$ cat src/rtl/axi_lite_pkg.sv
`timescale 1ns/1ps
`default_nettype none
// ============================================================================
// axi_lite_pkg : shared AXI4-Lite response codes, master FSM states, PROT value
// Revision     : 1.0
// ============================================================================
package axi_lite_pkg;

  typedef enum logic [1:0] {
    OKAY   = 2'b00,
    EXOKAY = 2'b01,
    SLVERR = 2'b10,
    DECERR = 2'b11
  } resp_t;

  typedef enum logic [2:0] {
    IDLE    = 3'd0,
    WR_REQ  = 3'd1,
    WR_RESP = 3'd2,
    RD_REQ  = 3'd3,
    RD_DATA = 3'd4,
    RSP     = 3'd5
  } master_state_t;

  localparam logic [2:0] PROT_DEFAULT = 3'b000;

endpackage : axi_lite_pkg
`default_nettype wire

$ cat src/rtl/axi_lite_master_ctrl.sv
`timescale 1ns/1ps
`default_nettype none
// ============================================================================
// axi_lite_master_ctrl : single-outstanding AXI4-Lite initiator, cmd/rsp front end
// Revision             : 1.0
// ============================================================================
module axi_lite_master_ctrl
  import axi_lite_pkg::*;
#(
  parameter int AXI_ADDR_WIDTH = 32,
  parameter int AXI_DATA_WIDTH = 32,
  parameter int STRB_WIDTH     = AXI_DATA_WIDTH / 8
) (
  input  logic                      M_AXI_ACLK,
  input  logic                      M_AXI_ARESET,
  input  logic                      cmd_valid,
  output logic                      cmd_ready,
  input  logic                      cmd_we,
  input  logic [AXI_ADDR_WIDTH-1:0] cmd_addr,
  input  logic [AXI_DATA_WIDTH-1:0] cmd_wdata,
  input  logic [STRB_WIDTH-1:0]     cmd_wstrb,
  output logic                      rsp_valid,
  input  logic                      rsp_ready,
  output logic                      rsp_we,
  output logic [AXI_DATA_WIDTH-1:0] rsp_rdata,
  output logic [1:0]                rsp_resp,
  output logic [AXI_ADDR_WIDTH-1:0] M_AXI_AWADDR,
  output logic [2:0]                M_AXI_AWPROT,
  output logic                      M_AXI_AWVALID,
  input  logic                      M_AXI_AWREADY,
  output logic [AXI_DATA_WIDTH-1:0] M_AXI_WDATA,
  output logic [STRB_WIDTH-1:0]     M_AXI_WSTRB,
  output logic                      M_AXI_WVALID,
  input  logic                      M_AXI_WREADY,
  input  logic [1:0]                M_AXI_BRESP,
  input  logic                      M_AXI_BVALID,
  output logic                      M_AXI_BREADY,
  output logic [AXI_ADDR_WIDTH-1:0] M_AXI_ARADDR,
  output logic [2:0]                M_AXI_ARPROT,
  output logic                      M_AXI_ARVALID,
  input  logic                      M_AXI_ARREADY,
  input  logic [AXI_DATA_WIDTH-1:0] M_AXI_RDATA,
  input  logic [1:0]                M_AXI_RRESP,
  input  logic                      M_AXI_RVALID,
  output logic                      M_AXI_RREADY
);

  master_state_t               state_q, state_d;
  logic [AXI_ADDR_WIDTH-1:0]   addr_q, addr_d;
  logic [AXI_DATA_WIDTH-1:0]   wdata_q, wdata_d;
  logic [STRB_WIDTH-1:0]       wstrb_q, wstrb_d;
  logic                        aw_done_q, aw_done_d;
  logic                        w_done_q, w_done_d;
  logic [AXI_DATA_WIDTH-1:0]   rdata_q, rdata_d;
  resp_t                       resp_q, resp_d;
  logic                        rsp_we_q, rsp_we_d;
  logic                        aw_now, w_now;

  always_ff @(posedge M_AXI_ACLK) begin
    if (M_AXI_ARESET) begin
      state_q   <= IDLE;
      addr_q    <= '0;
      wdata_q   <= '0;
      wstrb_q   <= '0;
      aw_done_q <= 1'b0;
      w_done_q  <= 1'b0;
      rdata_q   <= '0;
      resp_q    <= OKAY;
      rsp_we_q  <= 1'b0;
    end else begin
      state_q   <= state_d;
      addr_q    <= addr_d;
      wdata_q   <= wdata_d;
      wstrb_q   <= wstrb_d;
      aw_done_q <= aw_done_d;
      w_done_q  <= w_done_d;
      rdata_q   <= rdata_d;
      resp_q    <= resp_d;
      rsp_we_q  <= rsp_we_d;
    end
  end

  // A channel counts as done once its handshake happened now or on an earlier cycle.
  assign aw_now = aw_done_q | (M_AXI_AWVALID & M_AXI_AWREADY);
  assign w_now  = w_done_q  | (M_AXI_WVALID  & M_AXI_WREADY);

  always_comb begin
    state_d   = state_q;
    addr_d    = addr_q;
    wdata_d   = wdata_q;
    wstrb_d   = wstrb_q;
    aw_done_d = aw_done_q;
    w_done_d  = w_done_q;
    rdata_d   = rdata_q;
    resp_d    = resp_q;
    rsp_we_d  = rsp_we_q;
    case (state_q)
      IDLE: begin
        if (cmd_valid) begin
          addr_d    = cmd_addr;
          wdata_d   = cmd_wdata;
          wstrb_d   = cmd_wstrb;
          aw_done_d = 1'b0;
          w_done_d  = 1'b0;
          state_d   = cmd_we ? WR_REQ : RD_REQ;
        end
      end
      WR_REQ: begin
        if (aw_now && w_now) begin
          aw_done_d = 1'b0;
          w_done_d  = 1'b0;
          state_d   = WR_RESP;
        end else begin
          aw_done_d = aw_now;
          w_done_d  = w_now;
        end
      end
      WR_RESP: begin
        if (M_AXI_BVALID) begin
          resp_d   = resp_t'(M_AXI_BRESP);
          rdata_d  = '0;
          rsp_we_d = 1'b1;
          state_d  = RSP;
        end
      end
      RD_REQ: begin
        if (M_AXI_ARREADY) state_d = RD_DATA;
      end
      RD_DATA: begin
        if (M_AXI_RVALID) begin
          resp_d   = resp_t'(M_AXI_RRESP);
          rdata_d  = M_AXI_RDATA;
          rsp_we_d = 1'b0;
          state_d  = RSP;
        end
      end
      RSP: begin
        if (rsp_ready) state_d = IDLE;
      end
      default: state_d = IDLE;
    endcase
  end

  // Every VALID/READY is decoded from registered state only.
  assign cmd_ready     = (state_q == IDLE);
  assign M_AXI_AWVALID = (state_q == WR_REQ) & ~aw_done_q;
  assign M_AXI_WVALID  = (state_q == WR_REQ) & ~w_done_q;
  assign M_AXI_BREADY  = (state_q == WR_RESP);
  assign M_AXI_ARVALID = (state_q == RD_REQ);
  assign M_AXI_RREADY  = (state_q == RD_DATA);
  assign rsp_valid     = (state_q == RSP);

  assign M_AXI_AWADDR = addr_q;
  assign M_AXI_ARADDR = addr_q;
  assign M_AXI_WDATA  = wdata_q;
  assign M_AXI_WSTRB  = wstrb_q;
  assign M_AXI_AWPROT = PROT_DEFAULT;
  assign M_AXI_ARPROT = PROT_DEFAULT;

  assign rsp_we    = rsp_we_q;
  assign rsp_rdata = rdata_q;
  assign rsp_resp  = resp_q;

endmodule : axi_lite_master_ctrl
`default_nettype wire

$ cat config.mk
export PLATFORM = sky130hd
export DESIGN_NAME = axi_lite_master_ctrl
export DESIGN_NICKNAME = d
export VERILOG_FILES = /design/src/rtl/axi_lite_pkg.sv /design/src/rtl/axi_lite_master_ctrl.sv
export SDC_FILE = /design/constraint.sdc
export NUM_CORES = 1
export LEC_CHECK = 0
export CAP_MARGIN = 20
export CORE_MARGIN = 2
export CORE_UTILIZATION = 37
export DETAILED_ROUTE_END_ITERATION = 7
export MAX_ROUTING_LAYER = met4
export PLACE_DENSITY_LB_ADDON = 0.2
export RECOVER_POWER = 100
export SYNTH_ARGS = -nofsm -noshare
export SYNTH_HDL_FRONTEND = slang
export SYNTH_SLANG_ARGS = --single-unit
$ cat constraint.sdc
create_clock -name M_AXI_ACLK -period 1.7 [get_ports M_AXI_ACLK]
set_input_delay 0.425 -clock M_AXI_ACLK [delete_from_list [all_inputs] [get_ports M_AXI_ACLK]]
set_output_delay 0.425 -clock M_AXI_ACLK [all_outputs]
set_load 0.01 [all_outputs]
==> results.json, run 1 <==
{
  "status": "complete, but fails checks",
  "violations": "setup timing",
  "p_comb_share_pct": 40.4,
  "synth_xor_xnor_area_share_pct": 0,
  "ios": 262,
  "gp_congestion": 0.777,
  "drt_iter0_markers": 257,
  "grt_pass1_vias": 4053,
  "clkPwrFrac_pct": 23.2,
  "synth-compound-area-share_pct": 16.6,
  "cp.arrival_ns": 1.31,
  "grt_max_degree": 54,
  "synth-simple-area-share_pct": 20.2,
  "vias": 4206,
  "synth_cell_types": 31,
  "finalCritPeriodShare_pct": 102,
  "synth.avg_cell_area_um2": 8.18,
  "mostFrequentLayoutCells": "202 x clkdlybuf4s50_1, 141 x nand2_1, 106 x dfxtp_1, 73 x a21oi_1, 42 x nor2_1",
  "drcViolationCount": 0,
  "track_usage_pct": 20.6,
  "htree_levels": 3,
  "path_clk_slew_ns": 0.07,
  "first_pass_iters": 4,
  "place_area_um2": 6770,
  "wl_per_cell_um": 14.4,
  "rsz0062_at_grt": "true",
  "final_common_cell": "clkdlybuf4s50_1",
  "initial_core_util_pct": 38.2,
  "stdcell_count": 882,
  "async_flop_share_pct": 0,
  "via_per_inst": 4.77,
  "ff2ff_setup_slack_ns": 0.04,
  "maxCapViolCount": 0,
  "synth_top_family_by_area": "simple AND/OR/NAND/NOR gates",
  "finalSetupViolCount": 2,
  "numClockSinks": 108,
  "cp.required_ns": 1.27,
  "cts_tree": "built",
  "seq_area_frac_synth_pct": 51.8,
  "die_x_um": 110,
  "muxShareOfSynthArea_pct": 0.240,
  "intPower_mw": 6.00,
  "grt_pass1_wl_um": 19000,
  "fmaxAchievable_mhz": 576,
  "p_leak_nw": 2.62,
  "n_antenna_cell": 0,
  "end_kind": "primary output",
  "cts_made_buffers": 9,
  "slew_violations": 0,
  "synth_area_um2": 4170,
  "switchingPower_mw": 2.87,
  "cp-start-kind": "flip-flop",
  "overflow": 0,
  "postLayoutCoreUtil_pct": 64.1,
  "die-area_um2": 12100,
  "power_density_nw_per_um2": 1270,
  "yosysWarningCount": 0,
  "worst-setup-path-type": "flip-flop to primary output",
  "fin_worst_skew_ns": 0.00617,
  "hold_viol_final": 0,
  "port_buffers": 255,
  "cts_root_buf": "clkbuf_16",
  "holdPathStages": 2,
  "dp_hpwl_um": 9470,
  "synthCells": 510,
  "hp-class": "flip-flop to flip-flop",
  "timing.final.ws_setup_ns": -0.0352,
  "fin_crit_ns": 1.74,
  "antenna_found_initial": 0,
  "fin_area_um2": 7000,
  "worstPathMaxFanout": 3,
  "peakVddDrop_mv": 0.542,
  "synth_edf_count": 0,
  "layout.nets": 851,
  "drive_gt1_share_pct": 8.09,
  "synth_ff_type": "dfxtp_1",
  "dpl.cell_count": 861,
  "power_frac_seq_pct": 36.4,
  "fin_tns_setup_ns": -0.0601,
  "worstSkewPairLatency_ns": 0.34,
  "fillCellCount": 953,
  "synth_fa_ha_area_share_pct": 0,
  "ant_nets": 0,
  "r2r_cells": 7,
  "area_growth_pct": 67.8,
  "rows": 38,
  "synth.ff_latch_count": 108,
  "swShare_pct": 32.3,
  "core_um2": 10900,
  "routed_wl_um": 12700,
  "cts.path.max_buffers": 2,
  "fp.dieH_um": 110
}
[synth_stat cells (2+ instances only)]
library cell  count  area, um2
a21o_1            2       15.0
a21oi_1          73        365
a22oi_1          32        240
a311oi_1          3       26.3
a31oi_1           2       12.5
and3_1            2       12.5
buf_2            10       50.1
buf_4            41        308
clkbuf_1         25       93.8
dfxtp_1         108       2160
inv_1             3       11.3
nand2_1         142        533
nand3_1           2       10.0
nand3b_1          2       15.0
nor2_1           45        169
nor3b_1           2       15.0
o211ai_1          2       15.0
[worst paths after layout]
kind | from | end
setup reg to reg | state_q[1]$_SDFFE_PP0P_ | rsp_rdata[8]$_SDFFE_PP0P_
hold reg to reg | M_AXI_WDATA[13]$_SDFFE_PP0P_ | M_AXI_WDATA[13]$_SDFFE_PP0P_
hold / removal | M_AXI_WDATA[13]$_SDFFE_PP0P_ | M_AXI_WDATA[13]$_SDFFE_PP0P_
setup / recovery | state_q[2]$_SDFFE_PP0P_ | M_AXI_AWVALID
[flip-flops by register name, summed over array words and instances, names as in the netlist]
| register | flops |
|---|---|
| rsp_resp | 2 |
| M_AXI_WDATA | 32 |
| state_q | 3 |
| rsp_rdata | 32 |
| aw_done_q | 1 |
| rsp_we | 1 |
| M_AXI_ARADDR | 32 |
| M_AXI_WSTRB | 4 |
| w_done_q | 1 |
[worst max-delay path: stages (launching register included)]
cell     delay [ns]
dfxtp_2        0.33
or3b_4         0.42
nor2_2         0.10
buf_2          0.13
[routing by layer]
metal / global-route usage, % / up-vias / wire [um]
met5: - / - / 0
met4: 8.48 / 0 / 359
met3: 4.64 / 23 / 1080
met2: 36.5 / 177 / 6380
met1: 22.3 / 1910 / 4920
li1: - / 2096 / -
[final cells by class]
class	instances	area [um2]	share of cell area [%]
clock buffer	12	246	3.52
clock inverter	4	48.8	0.697
inverter	3	11.3	0.161
multi-input combinational	328	1590	22.6
sequential	108	2160	30.9
tap	140	175	2.50
timing repair buffer	287	2770	39.6
[what timing repair did]
item | CTS | global route
gates resized for setup | 40 | 42
endpoints found under the setup margin | 14 | 46
pin swaps | 1 | 1
hold endpoints to repair | 0 | 0
hold buffers | 0 | 0
buffers inserted | 5 | 0
[stage by stage]
stage	setup slack [ns]	hold slack [ns]	power (mW)
6_report	-0.0352	0.453	8.87
3_5_place_dp	-0.155	0.447	7.00
3_3_place_gp	-0.161	0.442	6.92
2_1_floorplan	0.0979	0.475	5.06
4_1_cts	-0.0454	0.451	9.11
5_1_grt	-0.0744	0.471	9.39
[power groups by stage]
stage	Combinational [mW]	Sequential, mW	Clock [mW]
finish	3.58	3.23	2.06
global route	3.91	3.28	2.19
CTS	3.77	3.23	2.11
detailed placement	3.73	3.28	0
global placement	3.66	3.25	0
floorplan	1.62	3.44	0
[cell families (layout without fill, tap and decap cells)]
group                  count (synthesis)  count (layout)
and+or+nand+nor                      204             204
buffers and inverters                 79             306
other                                  1               6
AOI/OAI and AO/OA                    117             117
muxes                                  1               1
DFF                                  108             108
Note: power is estimated with default switching activity, not from simulation.
==> run 2: changes to the inputs <==
==> constraint.sdc (replaced) <==
create_clock -name M_AXI_ACLK -period 1.6 [get_ports M_AXI_ACLK]
set_input_delay 0.4 -clock M_AXI_ACLK [delete_from_list [all_inputs] [get_ports M_AXI_ACLK]]
set_output_delay 0.4 -clock M_AXI_ACLK [all_outputs]
set_load 0.01 [all_outputs]
==> results.json, run 2 (synthesis results as in run 1) <==
{
  "die-area_um2": 12100,
  "fp.dieH_um": 110,
  "drt_iter0_markers": 287,
  "swShare_pct": 32.8,
  "vias": 4275,
  "rows": 38,
  "power_density_nw_per_um2": 1360,
  "fillCellCount": 962,
  "n_antenna_cell": 0,
  "grt_pass1_wl_um": 19000,
  "finalCritPeriodShare_pct": 107,
  "cp.arrival_ns": 1.31,
  "violations": "setup timing",
  "ff2ff_setup_slack_ns": -0.02,
  "wl_per_cell_um": 14.5,
  "slew_violations": 0,
  "htree_levels": 3,
  "worst-setup-path-type": "flip-flop to primary output",
  "track_usage_pct": 20.6,
  "fmaxAchievable_mhz": 584,
  "path_clk_slew_ns": 0.07,
  "drcViolationCount": 0,
  "r2r_start": "state_q[0]$_SDFFE_PP0P_",
  "overflow": 0,
  "grt_pass1_vias": 4151,
  "clkPwrFrac_pct": 24.1,
  "holdPathStages": 2,
  "p_leak_nw": 3.30,
  "intPower_mw": 6.54,
  "cp-start-kind": "flip-flop",
  "numClockSinks": 108,
  "crit_start": "state_q[2]$_SDFFE_PP0P_",
  "timing.rr.end": "state_q[1]$_SDFFE_PP0P_",
  "initial_core_util_pct": 38.2,
  "cp.required_ns": 1.20,
  "maxCapViolCount": 0,
  "worstPathMaxFanout": 3,
  "cts_root_buf": "clkbuf_16",
  "via_per_inst": 4.81,
  "finalSetupViolCount": 6,
  "routed_wl_um": 12900,
  "switchingPower_mw": 3.19,
  "hp-class": "flip-flop to flip-flop",
  "finalPower_mw": 9.73,
  "cts_made_buffers": 9,
  "core_um2": 10900,
  "gp_congestion": 0.768,
  "layout.nets": 858,
  "hold_start": "M_AXI_WDATA[18]$_SDFFE_PP0P_",
  "drive_gt1_share_pct": 12.0,
  "rsz0062_at_grt": "true",
  "grt_max_degree": 50,
  "cts_hold_buffers": 0,
  "mostFrequentLayoutCells": "140 x nand2_1, 135 x dlygate4sd2_1, 112 x clkdlybuf4s50_1, 105 x dfxtp_1, 69 x a21oi_1",
  "hold_ws_ns": 0.451,
  "status": "complete, but fails checks",
  "r2r_cells": 7,
  "first_pass_iters": 4,
  "antenna_found_initial": 0,
  "dp_hpwl_um": 9430,
  "port_buffers": 255,
  "cts_tree": "built",
  "final_common_cell": "nand2_1",
  "p_comb_share_pct": 40.9,
  "fin_worst_skew_ns": 0.00557,
  "ant_nets": 0,
  "peakVddDrop_mv": 0.684,
  "min_to": "M_AXI_WDATA[18]$_SDFFE_PP0P_",
  "ios": 262,
  "worstSkewPairLatency_ns": 0.34,
  "die_x_um": 110,
  "end_kind": "primary output",
  "area_growth_pct": 71.4,
  "fin_crit_ns": 1.71,
  "timing.final.ws_setup_ns": -0.111,
  "cts.path.max_buffers": 2,
  "power_frac_seq_pct": 35.1,
  "hold_viol_final": 0
}
## run 2: changes by cell type in the layout (fill, tap and decap cells not counted), moves of 4 or more
cell	before	now
buf_6	3	10
buf_4	15	24
clkdlybuf4s25_1	29	0
clkbuf_1	14	1
clkdlybuf4s50_1	202	112
dlygate4sd2_1	7	135
clkbuf_2	5	0
a21oi_2	0	4
a21oi_1	73	69
## run 2: worst max-delay path by stage
stage / endpoint
after CTS: M_AXI_AWVALID
after global placement: state_q[2]$_SDFFE_PP0P_
after global routing: M_AXI_AWVALID
final: M_AXI_AWVALID
after floorplan: M_AXI_AWVALID
after detailed placement: state_q[2]$_SDFFE_PP0P_
## run 2: cell type report
class	count	area, um2	share of cell area (%)
Inverter	3	11.3	0.157
Tap cell	140	175	2.45
Clock buffer	10	229	3.20
Multi-Input combinational cell	328	1670	23.3
Timing Repair Buffer	294	2820	39.4
Clock inverter	6	86.3	1.21
Sequential cell	108	2170	30.3
## run 2: per-stage QoR
stage | cell area, um2 | cells | setup TNS [ns] | utilization (%) | worst slack (ns)
after floorplan | 4190 | 515 | 0 | - | 0.0229
after global placement | 6790 | 863 | -15.23 | 62.1 | -0.225
after detailed placement | 6790 | 863 | -16.16 | 62.1 | -0.219
after CTS | 6980 | 885 | -0.250 | 63.9 | -0.130
after global routing | 7150 | 889 | -2.56 | 65.4 | -0.150
final | 7150 | 889 | -0.266 | 65.4 | -0.111
## run 2: worst max-delay path: stages, from the launching register on
cell	delay (ns)
dfxtp_2	0.33
or3b_4	0.42
nor2_2	0.09
buf_2	0.13
## run 2: what timing repair did
item | in CTS | in global routing
buffers inserted | 4 | 3
gates resized for setup | 177 | 29
pin swaps | 2 | 9
endpoints found under the setup margin | 142 | 11
gates cloned | 2 | 1
## run 2: power by group through the flow
stage,registers [mW],logic [mW],clock network [mW]
2_1_floorplan,3.65,1.72,0
6_report,3.41,3.97,2.34
4_1_cts,3.42,3.68,2.38
3_5_place_dp,3.48,3.98,0
5_1_grt,3.47,4.34,2.51
3_3_place_gp,3.46,3.91,0
## run 2: routing by layer
layer | part of all wire [%] | GRT usage (%) | vias to the layer above | wire length (um)
met2 | 50 | 36.3 | 188 | 6470
met4 | 3.0 | 9.46 | 0 | 387
met1 | 38 | 22.1 | 1948 | 4890
met3 | 8.8 | 4.64 | 30 | 1130
met5 | 0 | - | - | 0
li1 | - | - | 2109 | -
==> run 3: changes to the inputs <==
--- a/config.mk
+++ b/config.mk
@@ -8,6 +8,7 @@
 export CAP_MARGIN = 20
 export CORE_MARGIN = 2
 export CORE_UTILIZATION = 37
+export CTS_CLUSTER_DIAMETER = 40
 export DETAILED_ROUTE_END_ITERATION = 7
 export MAX_ROUTING_LAYER = met4
 export PLACE_DENSITY_LB_ADDON = 0.2
==> results of run 3 <==
No change in the layout: final DEF, timing and power equal those of run 2.
